$ cat src/rtl/alu_seq_core.sv
// Registered ALU core: SUB, NAND, iterative leading-ones count and one-hot decode.
// Define ALU_SEQ_ONEHOT_EN to build the one-hot scan; otherwise op 11 reports an error.
module alu_seq_core #(
    parameter int WIDTH = 4,
    localparam int CNT_W = $clog2(2*WIDTH+1)
) (
    input  logic             i_clk,
    input  logic             i_rst_n,
    input  logic             i_valid,
    output logic             o_ready,
    input  logic [1:0]       i_op,
    input  logic [WIDTH-1:0] i_a,
    input  logic [WIDTH-1:0] i_b,
    output logic             o_valid,
    input  logic             i_ready,
    output logic [WIDTH-1:0] o_y,
    output logic             o_overflow,
    output logic             o_err,
    output logic [1:0]       o_state
);

    // Handshakes: a transfer happens on a rising edge where valid and ready are
    // both high; valid must not depend on ready, and ready here is simply IDLE.
    typedef enum logic [1:0] {
        S_IDLE = 2'd0,
        S_CALC = 2'd1,
        S_DONE = 2'd2
    } state_t;

    localparam logic [1:0] OP_SUB    = 2'b00;
    localparam logic [1:0] OP_NAND   = 2'b01;
    localparam logic [1:0] OP_LEAD   = 2'b10;
    localparam int         SCAN_W    = 2*WIDTH;
    localparam int         MSB       = WIDTH-1;
    localparam logic [CNT_W-1:0] LAST_IDX = CNT_W'(SCAN_W-1);
    localparam logic [63:0] Y_MAX    = (64'd1 << WIDTH) - 64'd1;

    state_t              state_q, state_d;
    logic [1:0]          op_q, op_d;
    logic [SCAN_W-1:0]   scan_q, scan_d;
    logic [CNT_W-1:0]    idx_q, idx_d;
    logic [CNT_W-1:0]    cnt_q, cnt_d;
    logic [WIDTH-1:0]    y_q, y_d;
    logic                ovf_q, ovf_d;
    logic                err_q, err_d;
    logic [WIDTH-1:0]    diff;
    logic                lead_bit;
    logic [CNT_W-1:0]    cnt_inc;
`ifdef ALU_SEQ_ONEHOT_EN
    logic                found_q, found_d;
    logic                multi_q, multi_d;
    logic                oh_bit;
    logic                found_nxt;
    logic                multi_nxt;
    logic [CNT_W-1:0]    pos_nxt;
`endif

    assign diff       = i_a - i_b;
    assign o_ready    = (state_q == S_IDLE);
    assign o_valid    = (state_q == S_DONE);
    assign o_y        = y_q;
    assign o_overflow = ovf_q;
    assign o_err      = err_q;
    assign o_state    = state_q;

    always_comb begin
        state_d  = state_q;
        op_d     = op_q;
        scan_d   = scan_q;
        idx_d    = idx_q;
        cnt_d    = cnt_q;
        y_d      = y_q;
        ovf_d    = ovf_q;
        err_d    = err_q;
        lead_bit = scan_q[SCAN_W-1];
        cnt_inc  = cnt_q + CNT_W'(lead_bit);
`ifdef ALU_SEQ_ONEHOT_EN
        found_d   = found_q;
        multi_d   = multi_q;
        oh_bit    = scan_q[0];
        found_nxt = found_q | oh_bit;
        multi_nxt = multi_q | (found_q & oh_bit);
        pos_nxt   = (oh_bit && !found_q) ? idx_q : cnt_q;
`endif
        case (state_q)
            S_IDLE: begin
                if (i_valid) begin
                    op_d = i_op;
                    case (i_op)
                        OP_SUB: begin
                            y_d     = diff;
                            ovf_d   = (i_a[MSB] != i_b[MSB]) && (i_a[MSB] != diff[MSB]);
                            err_d   = 1'b0;
                            state_d = S_DONE;
                        end
                        OP_NAND: begin
                            y_d     = ~(i_a & i_b);
                            ovf_d   = 1'b0;
                            err_d   = 1'b0;
                            state_d = S_DONE;
                        end
                        OP_LEAD: begin
                            scan_d  = {i_b, i_a};
                            idx_d   = '0;
                            cnt_d   = '0;
                            state_d = S_CALC;
                        end
                        default: begin
`ifdef ALU_SEQ_ONEHOT_EN
                            scan_d  = {i_b, i_a};
                            idx_d   = '0;
                            cnt_d   = '0;
                            found_d = 1'b0;
                            multi_d = 1'b0;
                            state_d = S_CALC;
`else
                            y_d     = '0;
                            ovf_d   = 1'b0;
                            err_d   = 1'b1;
                            state_d = S_DONE;
`endif
                        end
                    endcase
                end
            end
            S_CALC: begin
                idx_d = idx_q + CNT_W'(1);
                if (op_q == OP_LEAD) begin
                    // MSB-first: stop at the first zero or after the last bit
                    scan_d = scan_q << 1;
                    cnt_d  = cnt_inc;
                    if (!lead_bit || idx_q == LAST_IDX) begin
                        y_d     = WIDTH'(cnt_inc);
                        ovf_d   = 64'(cnt_inc) > Y_MAX;
                        err_d   = 1'b0;
                        state_d = S_DONE;
                    end
                end else begin
`ifdef ALU_SEQ_ONEHOT_EN
                    // LSB-first over every bit; cnt holds the first-one index
                    scan_d  = scan_q >> 1;
                    found_d = found_nxt;
                    multi_d = multi_nxt;
                    cnt_d   = pos_nxt;
                    if (idx_q == LAST_IDX) begin
                        y_d     = found_nxt ? WIDTH'(pos_nxt) : '0;
                        ovf_d   = found_nxt && (64'(pos_nxt) > Y_MAX);
                        err_d   = !found_nxt || multi_nxt;
                        state_d = S_DONE;
                    end
`else
                    state_d = S_IDLE;
`endif
                end
            end
            S_DONE: begin
                if (i_ready) state_d = S_IDLE;
            end
            default: state_d = S_IDLE;
        endcase
    end

    always_ff @(posedge i_clk or negedge i_rst_n) begin
        if (!i_rst_n) begin
            state_q <= S_IDLE;
            op_q    <= '0;
            scan_q  <= '0;
            idx_q   <= '0;
            cnt_q   <= '0;
            y_q     <= '0;
            ovf_q   <= 1'b0;
            err_q   <= 1'b0;
`ifdef ALU_SEQ_ONEHOT_EN
            found_q <= 1'b0;
            multi_q <= 1'b0;
`endif
        end else begin
            state_q <= state_d;
            op_q    <= op_d;
            scan_q  <= scan_d;
            idx_q   <= idx_d;
            cnt_q   <= cnt_d;
            y_q     <= y_d;
            ovf_q   <= ovf_d;
            err_q   <= err_d;
`ifdef ALU_SEQ_ONEHOT_EN
            found_q <= found_d;
            multi_q <= multi_d;
`endif
        end
    end

endmodule

$ cat config.mk
export PLATFORM = sky130hd
export DESIGN_NAME = alu_seq_core
export DESIGN_NICKNAME = d
export VERILOG_FILES = /design/src/rtl/alu_seq_core.sv
export SDC_FILE = /design/constraint.sdc
export NUM_CORES = 1
export LEC_CHECK = 0
export ABC_AREA = 1
export CAP_MARGIN = 25
export CORE_ASPECT_RATIO = 1.25
export CORE_MARGIN = 2
export CORE_UTILIZATION = 40
export CTS_CLUSTER_SIZE = 40
export DETAILED_ROUTE_END_ITERATION = 8
export GPL_TIMING_DRIVEN = 0
export PLACE_DENSITY_LB_ADDON = 0.15
export SYNTH_ARGS = -nofsm -noshare
export SYNTH_HDL_FRONTEND = slang
export SYNTH_SLANG_ARGS = --single-unit
$ cat constraint.sdc
create_clock -name i_clk -period 1.6 [get_ports i_clk]
set_input_delay 0.32 -clock i_clk [delete_from_list [all_inputs] [get_ports i_clk]]
set_output_delay 0.32 -clock i_clk [all_outputs]
set_load 0.01 [all_outputs]
== Yosys cells after proc, flatten, opt, wreduce, memory -nomap -nowiden ==
Index checks and enable logic that the tools add are counted.

* Bits in registers: 26
* Input bits: 14
* Output and inout port bits: 10

* Add/subtract/negate cells: 3
* Eq/ne operators: 15
* Multiplexer cells: 28
* Bitwise gates (word level): 2
* Reductions and logical operators: 12

{| class="wikitable"
|+ Operators by type and width
! cell !! number
|-
| two-way mux 4 bit || 6
|-
| two-way mux 8 bit || 3
|-
| case mux 4 bit (2 select lines) || 3
|-
| case mux 8 bit (2 select lines) || 1
|-
| case mux 4 bit (3 select lines) || 1
|-
| two-way mux 2 bit || 5
|-
| != test 2 bit (second input constant) || 4
|-
| case mux 1 bit (2 select lines) || 4
|-
| == test 2 bit (second input constant) || 3
|-
| case mux 2 bit (3 select lines) || 1
|-
| AND reduction 3 bit || 2
|-
| AND reduction 5 bit || 1
|-
| adder 4 x 1 -> 4 bit || 1
|-
| adder 4 x 1 -> 4 bit (second input constant) || 1
|-
| bitwise AND 4 bit || 1
|-
| == test 2 x 1 -> 1 bit (second input constant) || 2
|-
| == test 4 x 3 -> 1 bit (second input constant) || 1
|-
| zero test 2 bit || 2
|-
| two-way mux 1 bit || 4
|-
| != test 2 x 1 -> 1 bit (second input constant) || 2
|-
| inverter 4 bit || 1
|-
| AND reduction 4 bit || 1
|-
| subtractor 4 bit || 1
|-
| != test 3 bit (second input constant) || 1
|-
| other kinds (7) || 8
|}

== Depth between registers and ports, before layout ==
Gate-level depths: netlist of run 1.

* Depth after elaboration: 6
* Mapped depth: 10

== Worst setup path after synthesis of run 1 ==
No wires, ideal clock.

* Kind: input to register
* Start point: in i_a[0]
* End point: reg y_q[1], in the netlist o_y[1]
* Setup time: 126 ps
* Arrival time: 1299 ps
* Slack: 174 ps
* Cell stages on the path: 8
* Buffers on the path: 0
* Cell sequence: inv_1 ha_1 inv_1 fa_1 nand2_1 o21ai_0 a21oi_1 o21ai_0

* Longest elaborated chain between the ends: 4

{| class="wikitable"
|+ Ends and longest elaborated chain
! element !! RTL line !! source
|-
| start, declared || 12 || <nowiki>input logic [WIDTH-1:0] i_a,</nowiki>
|-
| subtractor 4 bit || 58 || <nowiki>assign diff = i_a - i_b;</nowiki>
|-
| case mux 4 bit (3 select lines) || 89 || <nowiki>case (i_op)</nowiki>
|-
| two-way mux 4 bit || 87 || <nowiki>if (i_valid) begin</nowiki>
|-
| case mux 4 bit (2 select lines) || 85 || <nowiki>case (state_q)</nowiki>
|-
| end signal, assigned || 183 || <nowiki>y_q <= y_d;</nowiki>
|-
| end, declared || 43 || <nowiki>logic [WIDTH-1:0] y_q, y_d;</nowiki>
|}

No other way between the ends. The select of a mux whose other input is x is not followed.
A chain may end at the register's enable or synchronous reset.

== Final worst setup path of run 1 ==
* Start point: in i_a[0]
* End point: reg y_q[2], in the netlist o_y[2]

The elaborated chain is that of the path after synthesis.

==> results of run 1 <==
[cells in the mapped netlist, types with 2 or more instances]
| cell type | number | area (um^2) |
|---|---|---|
| or2_2 | 2 | 12.5 |
| inv_2 | 3 | 11.3 |
| o22ai_1 | 4 | 25.0 |
| ha_1 | 10 | 125 |
| nand2_1 | 44 | 165 |
| o21ai_0 | 12 | 60.1 |
| nand3_1 | 8 | 40.0 |
| inv_1 | 22 | 82.6 |
| a31oi_1 | 2 | 12.5 |
| dfrtp_1 | 26 | 651 |
| o21ai_1 | 7 | 35.0 |
| nor2_1 | 10 | 37.5 |
| o211ai_1 | 4 | 30.0 |
| xnor2_1 | 2 | 17.5 |
| a21oi_1 | 6 | 30.0 |
| nand2_2 | 2 | 12.5 |
| buf_6 | 2 | 22.5 |
[registers in the layout (all words and copies together), names as in the netlist]
name / count
op_q: 2
o_state: 2
cnt_q: 4
scan_q: 8
idx_q: 4
o_y: 4
o_err: 1
o_overflow: 1
[what timing repair did]
item | CTS | global route
setup endpoints to repair | 7 | 12
pin swaps | 2 | 7
setup buffers | 3 | 2
gates resized for setup | 15 | 12
gates cloned | 0 | 1
[per-layer routing]
layer,vias to the layer above,share of wire
met5,-,0
met4,0,0.012
met3,4,0.021
met2,18,0.51
met1,629,0.46
li1,656,-
[stage by stage]
stage	worst slack (ps)	instance area [um^2]	std cells	utilization
6_report	73.9	1930	251	0.545
5_1_grt	-8.15	1930	251	0.545
4_1_cts	-14.9	1890	248	0.532
3_5_place_dp	-497	1810	242	0.511
3_3_place_gp	-470	1780	241	0.504
2_1_floorplan	174	1510	179	-
[report_power, final]
part / leakage (uW) / internal, uW / total [uW] / switching [uW]
clock: 0.0000216 / 168 / 365 / 197
combinational: 0.000572 / 504 / 1100 / 595
sequential: 0.000333 / 874 / 996 / 122
[worst paths after layout]
path                                        start                     to  slack [ps]  depth (start not counted)
setup / recovery                           i_a[0]     o_y[2]$_DFFE_PN0P_          70                         11
hold / removal                            i_rst_n      o_err$_DFFE_PN0P_         400                          1
setup reg to reg           o_state[0]$_DFFE_PN0P_   cnt_q[1]$_DFFE_PN0P_          90                          8
hold reg to reg                o_y[2]$_DFFE_PN0P_     o_y[2]$_DFFE_PN0P_         490                          2
max in group asynchronous                 i_rst_n  scan_q[3]$_DFFE_PN0P_         730                          2
min in group i_clk             o_y[2]$_DFFE_PN0P_     o_y[2]$_DFFE_PN0P_         490                          2
[worst max-delay path, stage by stage]
cell and delay [ps]:
clkdlybuf4s15_1 210, inv_2 70, ha_2 170, inv_2 50, fa_2 380, xnor2_2 160, o22ai_2 90, nand2_1 80
nand2_1 60, nand2_1 70, nand2_1 40
[cells by family after synthesis]
family	count (synthesis)	synth area share
AND/OR/NAND/NOR	71	0.209
AO/OA/AOI/OAI	39	0.161
buffers and inverters	29	0.0831
flip-flops	26	0.432
adder cells (fa/ha/maj)	11	0.0964
XOR/XNOR	3	0.0175
[layout make-up]
type                            instances  area (um^2)
Buffer                                  4         33.8
Clock buffer                            3         41.3
Fill cell                             337         1610
Inverter                               25         93.8
Multi-Input combinational cell        125          779
Sequential cell                        26          652
Tap cell                               39         48.8
Timing Repair Buffer                   29          283
==> metrics, run 1 <==
status finished, final reports clean; via count 1,307; Worst-path clk slew 90 ps; Mapped Area 0.00151 mm^2; Synth Area per Inst 8.41 um^2; Finish-stage setup viols 0; Max-slew headroom 0.644; skew final 6.03 ps; Lkg Pwr 0.000927 uW; DPL Wire Length 2.59 mm; max-slew violation count 0; Antenna Cells 0; commonest cells after routing, fill and taps aside 44 x nand2_1, 25 x dfrtp_1, 19 x inv_1; vias in the first global route 1,326; Congestion Overflow GR 0; via/cell ratio 5.21; clk_lat worst skew 270 ps; Fin. Hold Viols 0; Top FF cell, synth dfrtp_1; clk sinks 26; drt total wl 3.42 mm; Crit Path Max Fanout 2; CTS tree yes; die width 58.9 um; number of routed nets with antenna violations 0; syn nets 204; clk buf depth 2; yosys warns 0; input/output buffers 23; total track usage 0.170; startpoint types input pin; crit end category flip-flop; initial antenna violation count 0; minimum clock period 1530 ps; largest net degree at the start of global routing 19; layer with the highest usage met2; number of synthesized flops with an enable pin 0; Worst IR Drop VDD 0.436 mV; setup tns final 0 ps; Site Rows 24; CTS Root Cell clkbuf_8; Die ar. 0.00427 mm^2; worst hold path type input pin to asynchronous set/reset pin; total design power 2460 uW; worst slew pin tran 533 ps; WP data arrival 1690 ps; period utilization 0.954; wire per inst 13.6 um; CTS H-tree depth 1; Detailed Route Iter0 Violations 45; ys async rst share 1.00; final hold slack 395 ps; Synth Instances 179; commonest non-fill, non-tap cell in the layout nand2_1; cts hold-fix bufs 0; Layout area overhead 28.3%; maximum capacitance violations 0; CTS Buf Count 3; Power Density 1270 mW/mm^2; Worst Path Class, Setup input pin to flip-flop; WP data required 1770 ps; Pre-Repair DR Iteration Count 4; share of cells above drive strength 1 0.175; register area share after synthesis 0.432; met3 usage 0.0195; core footprint 0.00354 mm^2; Die Ht 72.6 um; synthesis-stage register bit count 26; number of library cell types mapped by synthesis 30; Initial Util 0.425; met1 global-route usage 0.216; number of I/O pins 24; met2 Use GR 0.296; first-pass GRT wire length 5.72 mm; FMAX 0.655 GHz; nets@finish 239; routability-driven placement congestion ratio 0.839; DRC viols 0
Power figures use the tool's default switching activity.
==> run 2, diff against run 1 <==
- clock period: 1.6 -> 1.85 ns (I/O delays scaled with it)
==> run 2 against run 1 <==
- via count fell by 0.99%
- sequential share of layout area rose by 1.1 points
- hold slack improved by 34 ps
- sequential power fell by 13%
- routed wire length fell by 5.4%
- non-clock buffer count fell by 5
- clock power fell by 14%
- critical endpoint is now o_valid
==> metrics, run 2 (synthesis results as in run 1) <==
number of I/O pins 24 (unchanged); CTS Buf Count 3 (unchanged); Fin. Hold Viols 0 (unchanged); hold endpoint scan_q[0]$_DFFE_PN0P_; utilization after layout 0.529 (was 0.545); number of routed nets with antenna violations 0 (unchanged); Site Rows 24 (unchanged); Pre-Repair DR Iteration Count 4 (unchanged); final worst slack 74.7 ps (was 73.9 ps); first-pass GRT wire length 5.59 mm (was 5.72 mm); minimum clock period 1780 ps; period utilization 0.960; DP Worst Slack -297 ps (was -497 ps); register area 652 um^2 (unchanged); initial antenna violation count 0 (unchanged); nets@finish 233 (was 239); final hold slack 430 ps (was 395 ps); via count 1,294 (was 1,307); Die ar. 0.00427 mm^2 (unchanged); path depth of the worst reg2reg path 7 (was 8); Logic pwr share 0.428 (was 0.447); clk_lat worst skew 270 ps (about the same); share of cells above drive strength 1 0.117 (was 0.175); post-route cell area 0.00187 mm^2 (was 0.00193 mm^2); setup bufs post-CTS 0 (was 3); clk sinks 26 (unchanged); Worst-path clk slew 90 ps (about the same); worst slew pin tran 526 ps (was 533 ps); setup slack, reg-to-reg 390 ps (was 90 ps); Multi-input gate area 746 um^2 (was 779 um^2); Detailed Route Iter0 Violations 44 (was 45); WHS Path Cells 3; Largest Register scan_q (unchanged); Power Density 1100 mW/mm^2 (was 1270 mW/mm^2); Crit Path Max Fanout 7 (was 2); input/output buffers 23 (unchanged); core footprint 0.00354 mm^2 (unchanged); WP data required 1480 ps (was 1770 ps); commonest cells after routing, fill and taps aside 44 x nand2_1, 25 x dfrtp_1, 20 x inv_1 (was 44 x nand2_1, 25 x dfrtp_1, 19 x inv_1); CTS H-tree depth 1 (unchanged); Initial Util 0.425 (unchanged); commonest non-fill, non-tap cell in the layout nand2_1 (unchanged); DRC viols 0 (unchanged); Max-slew headroom 0.648 (was 0.644); drt total wl 3.23 mm (was 3.42 mm); unrepaired setup endpoints after global routing false; Worst IR Drop VDD 0.368 mV (was 0.436 mV); routability-driven placement congestion ratio 0.839 (unchanged); via/cell ratio 5.28 (was 5.21); maximum capacitance violations 0 (unchanged); sequential share of power 0.420 (was 0.405); status finished, final reports clean (unchanged); switching power 763 uW (was 913 uW); Area after DPL 0.00181 mm^2 (unchanged); startpoint types flip-flop (was input pin); Worst Path Class, Setup flip-flop to output pin (was input pin to flip-flop); max-slew violation count 0 (unchanged); Filler cells 344 (was 337); Clock Power Share 0.152 (was 0.148); max FFs per register 8 (unchanged); die width 58.9 um (unchanged); Die Ht 72.6 um (unchanged); vias in the first global route 1,293 (was 1,326); Crit Reg-Reg Startpoint o_state[1]$_DFFE_PN0P_ (was o_state[0]$_DFFE_PN0P_); wire per inst 13.2 um (was 13.6 um); Finish-stage setup viols 0 (unchanged); Antenna Cells 0 (unchanged); Congestion Overflow GR 0 (unchanged); Layout area overhead 24.4% (was 28.3%); DPL Wire Length 2.59 mm (unchanged); WP data arrival 1410 ps (was 1690 ps); worst hold path type input pin to flip-flop (was input pin to asynchronous set/reset pin); FMAX 0.563 GHz; skew final 8.88 ps (was 6.03 ps); Lkg Pwr 0.000904 uW (was 0.000927 uW); CTS Root Cell clkbuf_8 (unchanged); largest net degree at the start of global routing 19 (unchanged); crit end category output pin (was flip-flop); worst reg2reg path endpoint scan_q[3]$_DFFE_PN0P_ (was cnt_q[1]$_DFFE_PN0P_); internal power 1300 uW (was 1550 uW); CTS tree yes (unchanged); total track usage 0.166 (was 0.170); clk buf depth 2 (unchanged); min-delay src i_a[0]; switching share of total power 0.369 (was 0.371)
run 2: worst max-delay path by stage:
stage,from,to,cells past startpoint
after floorplan,i_a[0],o_y[1]$_DFFE_PN0P_,8
after global placement,i_a[0],o_y[1]$_DFFE_PN0P_,9
after detailed placement,i_b[0],o_y[2]$_DFFE_PN0P_,10
after CTS,i_a[0],o_y[1]$_DFFE_PN0P_,9
after global routing,o_state[1]$_DFFE_PN0P_,o_valid,3
final,o_state[0]$_DFFE_PN0P_,o_valid,2
run 2: cell type report:
cell class              count  area share
multi-input cells         124       0.398
plain buffers               4      0.0167
clock buffers               3      0.0220
well taps                  39      0.0261
inverters                  25      0.0501
flip-flops and latches     26       0.348
repair buffers             24       0.139
run 2: timing repair:
action                                  4_1_cts  5_1_grt
pin swaps                                     1        2
endpoints found under the setup margin        3        5
hold buffers                                  0        0
gates resized for setup                       4        6
cloned                                        0        0
run 2: metal layers:
metal | share of wire | track usage | vias up
met3 | 0.044 | 0.0177 | 2
met1 | 0.46 | 0.215 | 622
met4 | 0.0037 | 0.0379 | 0
met2 | 0.49 | 0.295 | 26
li1 | - | - | 644
met5 | 0 | 0 | -
run 2: critical path: stages (launching register included):
cell             delay [ps]
dfrtp_2                 480
nor2_1                  120
clkdlybuf4s50_1         540
run 2: power by group through the flow:
stage / Sequential (uW) / Combinational [uW] / Clock (uW)
finish: 868 / 886 / 314
detailed placement: 876 / 893 / 0
CTS: 866 / 888 / 326
global placement: 870 / 863 / 0
global route: 894 / 988 / 343
floorplan: 886 / 522 / 0
run 2: through the flow:
step           instances  power (uW)  TNS [ps]
6_report             245        2070         0
5_1_grt              245        2230         0
4_1_cts              245        2080         0
3_5_place_dp         242        1770     -1100
3_3_place_gp         241        1730      -878
2_1_floorplan        179        1410         0
==> run 3, diff against run 2 <==
- CTS_BUF_LIST: not set -> sky130_fd_sc_hd__clkbuf_16
==> run 3 against run 2 <==
- count of clock-buffer cells in the layout unchanged
- final area increased by 1.8%
- clock power increased by 50%
- core utilization increased by 0.95 points
- global-route usage increased by 0.11 points
- non-clock buffer count unchanged
- worst setup slack improved by 21 ps
- final cell count unchanged
- via count decreased by 0.46%
- combinational power about the same
- largest cell class unchanged
==> metrics, run 3 (synthesis results as in run 1) <==
Lkg Pwr 0.000919 uW (was 0.000904 uW); largest net degree at the start of global routing 19 (unchanged); clk_lat worst skew 260 ps (was 270 ps); final hold slack 446 ps (was 430 ps); wire per inst 13.1 um (was 13.2 um); worst slew pin tran 527 ps (was 526 ps); Antenna Cells 0 (unchanged); WP data required 1480 ps (about the same); status finished, final reports clean (unchanged); Pre-Repair DR Iteration Count 4 (unchanged); Die ar. 0.00427 mm^2 (unchanged); setup bufs post-CTS 0 (unchanged); skew final 2.91 ps (was 8.88 ps); startpoint types flip-flop (unchanged); Clock Power Share 0.212 (was 0.152); commonest non-fill, non-tap cell in the layout nand2_1 (unchanged); DRC viols 0 (unchanged); die width 58.9 um (unchanged); initial antenna violation count 0 (unchanged); minimum clock period 1750 ps (was 1780 ps); critical path, cell by cell nor2_1, clkdlybuf4s50_1 (unchanged); total track usage 0.167 (was 0.166); switching share of total power 0.349 (was 0.369); switching power 777 uW (was 763 uW); FMAX 0.570 GHz (was 0.563 GHz); Worst Path Class, Setup flip-flop to output pin (unchanged); vias in the first global route 1,290 (was 1,293); via count 1,288 (was 1,294); Filler cells 341 (was 344); setup slack, reg-to-reg 410 ps (was 390 ps); setup tns final 0 ps (unchanged); max FFs per register 8 (unchanged); Finish-stage setup viols 0 (unchanged); crit end category output pin (unchanged); Layout area overhead 26.7% (was 24.4%); Initial Util 0.425 (unchanged); Power Density 1170 mW/mm^2 (was 1100 mW/mm^2); CTS H-tree depth 1 (unchanged); Worst IR Drop VDD 0.428 mV (was 0.368 mV); CTS Buf Count 3 (unchanged); maximum capacitance violations 0 (unchanged); commonest cells after routing, fill and taps aside 44 x nand2_1, 25 x dfrtp_1, 19 x inv_1, 19 x clkdlybuf4s50_1, 11 x o21ai_0 (was 44 x nand2_1, 25 x dfrtp_1, 20 x inv_1); drt total wl 3.21 mm (was 3.23 mm); WP data arrival 1380 ps (was 1410 ps); via/cell ratio 5.26 (was 5.28); crit-path max cell delay 540 ps (about the same); Crit Path Max Fanout 7 (unchanged); Logic pwr share 0.398 (was 0.428); clk buf depth 2 (unchanged); Site Rows 24 (unchanged); Fin. Hold Viols 0 (unchanged); core footprint 0.00354 mm^2 (unchanged); Detailed Route Iter0 Violations 45 (was 44); input/output buffers 23 (unchanged); clk sinks 26 (unchanged); number of I/O pins 24 (unchanged); share of cells above drive strength 1 0.121 (was 0.117); unrepaired setup endpoints after global routing false (unchanged); max-slew violation count 0 (unchanged); period utilization 0.948 (was 0.960); first-pass GRT wire length 5.62 mm (was 5.59 mm); worst hold path type input pin to flip-flop (unchanged); Max-slew headroom 0.648 (about the same); Congestion Overflow GR 0 (unchanged); nets@finish 233 (unchanged); internal power 1450 uW (was 1300 uW); number of routed nets with antenna violations 0 (unchanged); Largest Register scan_q (unchanged); routability-driven placement congestion ratio 0.839 (unchanged); CTS tree yes (unchanged); Crit-path slowest cell clkdlybuf4s50_1 (unchanged); utilization after layout 0.538 (was 0.529); DPL Wire Length 2.59 mm (unchanged); Worst-path clk slew 60 ps (was 90 ps); sequential share of power 0.391 (was 0.420); CTS Root Cell clkbuf_16 (was clkbuf_8); Die Ht 72.6 um (unchanged)
-- run 3: changes by cell type in the layout (fill, tap and decap cells not counted) --
cell / previous run / this run
inv_1: 20 / 19
clkbuf_16: 0 / 3
inv_2: 5 / 6
clkbuf_8: 3 / 0
-- run 3: path summary, 6_finish.rpt --
| kind | end | from | cells after the start |
|---|---|---|---|
| worst min-delay path | scan_q[0]$_DFFE_PN0P_ | i_a[0] | 3 |
| worst max-delay path | o_valid | o_state[0]$_DFFE_PN0P_ | 2 |
| worst min register to register | o_y[2]$_DFFE_PN0P_ | o_y[2]$_DFFE_PN0P_ | 2 |
| max in group asynchronous | scan_q[5]$_DFFE_PN0P_ | i_rst_n | 2 |
| worst max register to register | scan_q[3]$_DFFE_PN0P_ | o_state[1]$_DFFE_PN0P_ | 7 |
| min in group asynchronous | o_state[1]$_DFFE_PN0P_ | i_rst_n | 1 |
-- run 3: through the flow --
step           std cells  total power, uW  setup WS, ps  area (um^2)
2_1_floorplan        179             1410           374         1510
3_3_place_gp         241             1730          -270         1780
3_5_place_dp         242             1770          -297         1810
4_1_cts              245             2240         0.668         1890
5_1_grt              245             2390          19.1         1910
6_report             245             2220          95.6         1910
-- run 3: worst max-delay path, delay by kind of cell, from the launching register on --
kind / cells / cell delay (ps)
buffers and inverters: 1 / 540
flip-flops: 1 / 470
AND/OR/NAND/NOR: 1 / 120
-- run 3: area by class of cell --
cell class | count | area, um^2 | area share
plain buffers | 4 | 31.3 | 0.0164
clock buffers | 3 | 75.1 | 0.0394
inverters | 25 | 93.8 | 0.0492
multi-input cells | 124 | 746 | 0.391
flip-flops and latches | 26 | 652 | 0.342
well taps | 39 | 48.8 | 0.0256
repair buffers | 24 | 260 | 0.136
-- run 3: power groups by stage --
stage | logic [uW] | clock network [uW] | registers, uW
6_report | 884 | 470 | 869
3_5_place_dp | 893 | 0 | 876
3_3_place_gp | 863 | 0 | 870
2_1_floorplan | 522 | 0 | 886
5_1_grt | 988 | 504 | 893
4_1_cts | 891 | 481 | 866
-- run 3: routing by layer --
metal  global-route usage  vias to the layer above  wire (um)
met5                    0                        -          0
met4               0.0303                        0         17
met3               0.0284                        4        112
met2                0.298                       24       1570
met1                0.213                      616       1510
li1                     -                      644          -
-- run 3: repair_timing --
action / 4_1_cts / 5_1_grt
pin swaps: 1 / 1
hold buffers: 0 / 0
cloned: 0 / 0
endpoints found under the setup margin: 4 / 5
gates resized for setup: 6 / 5
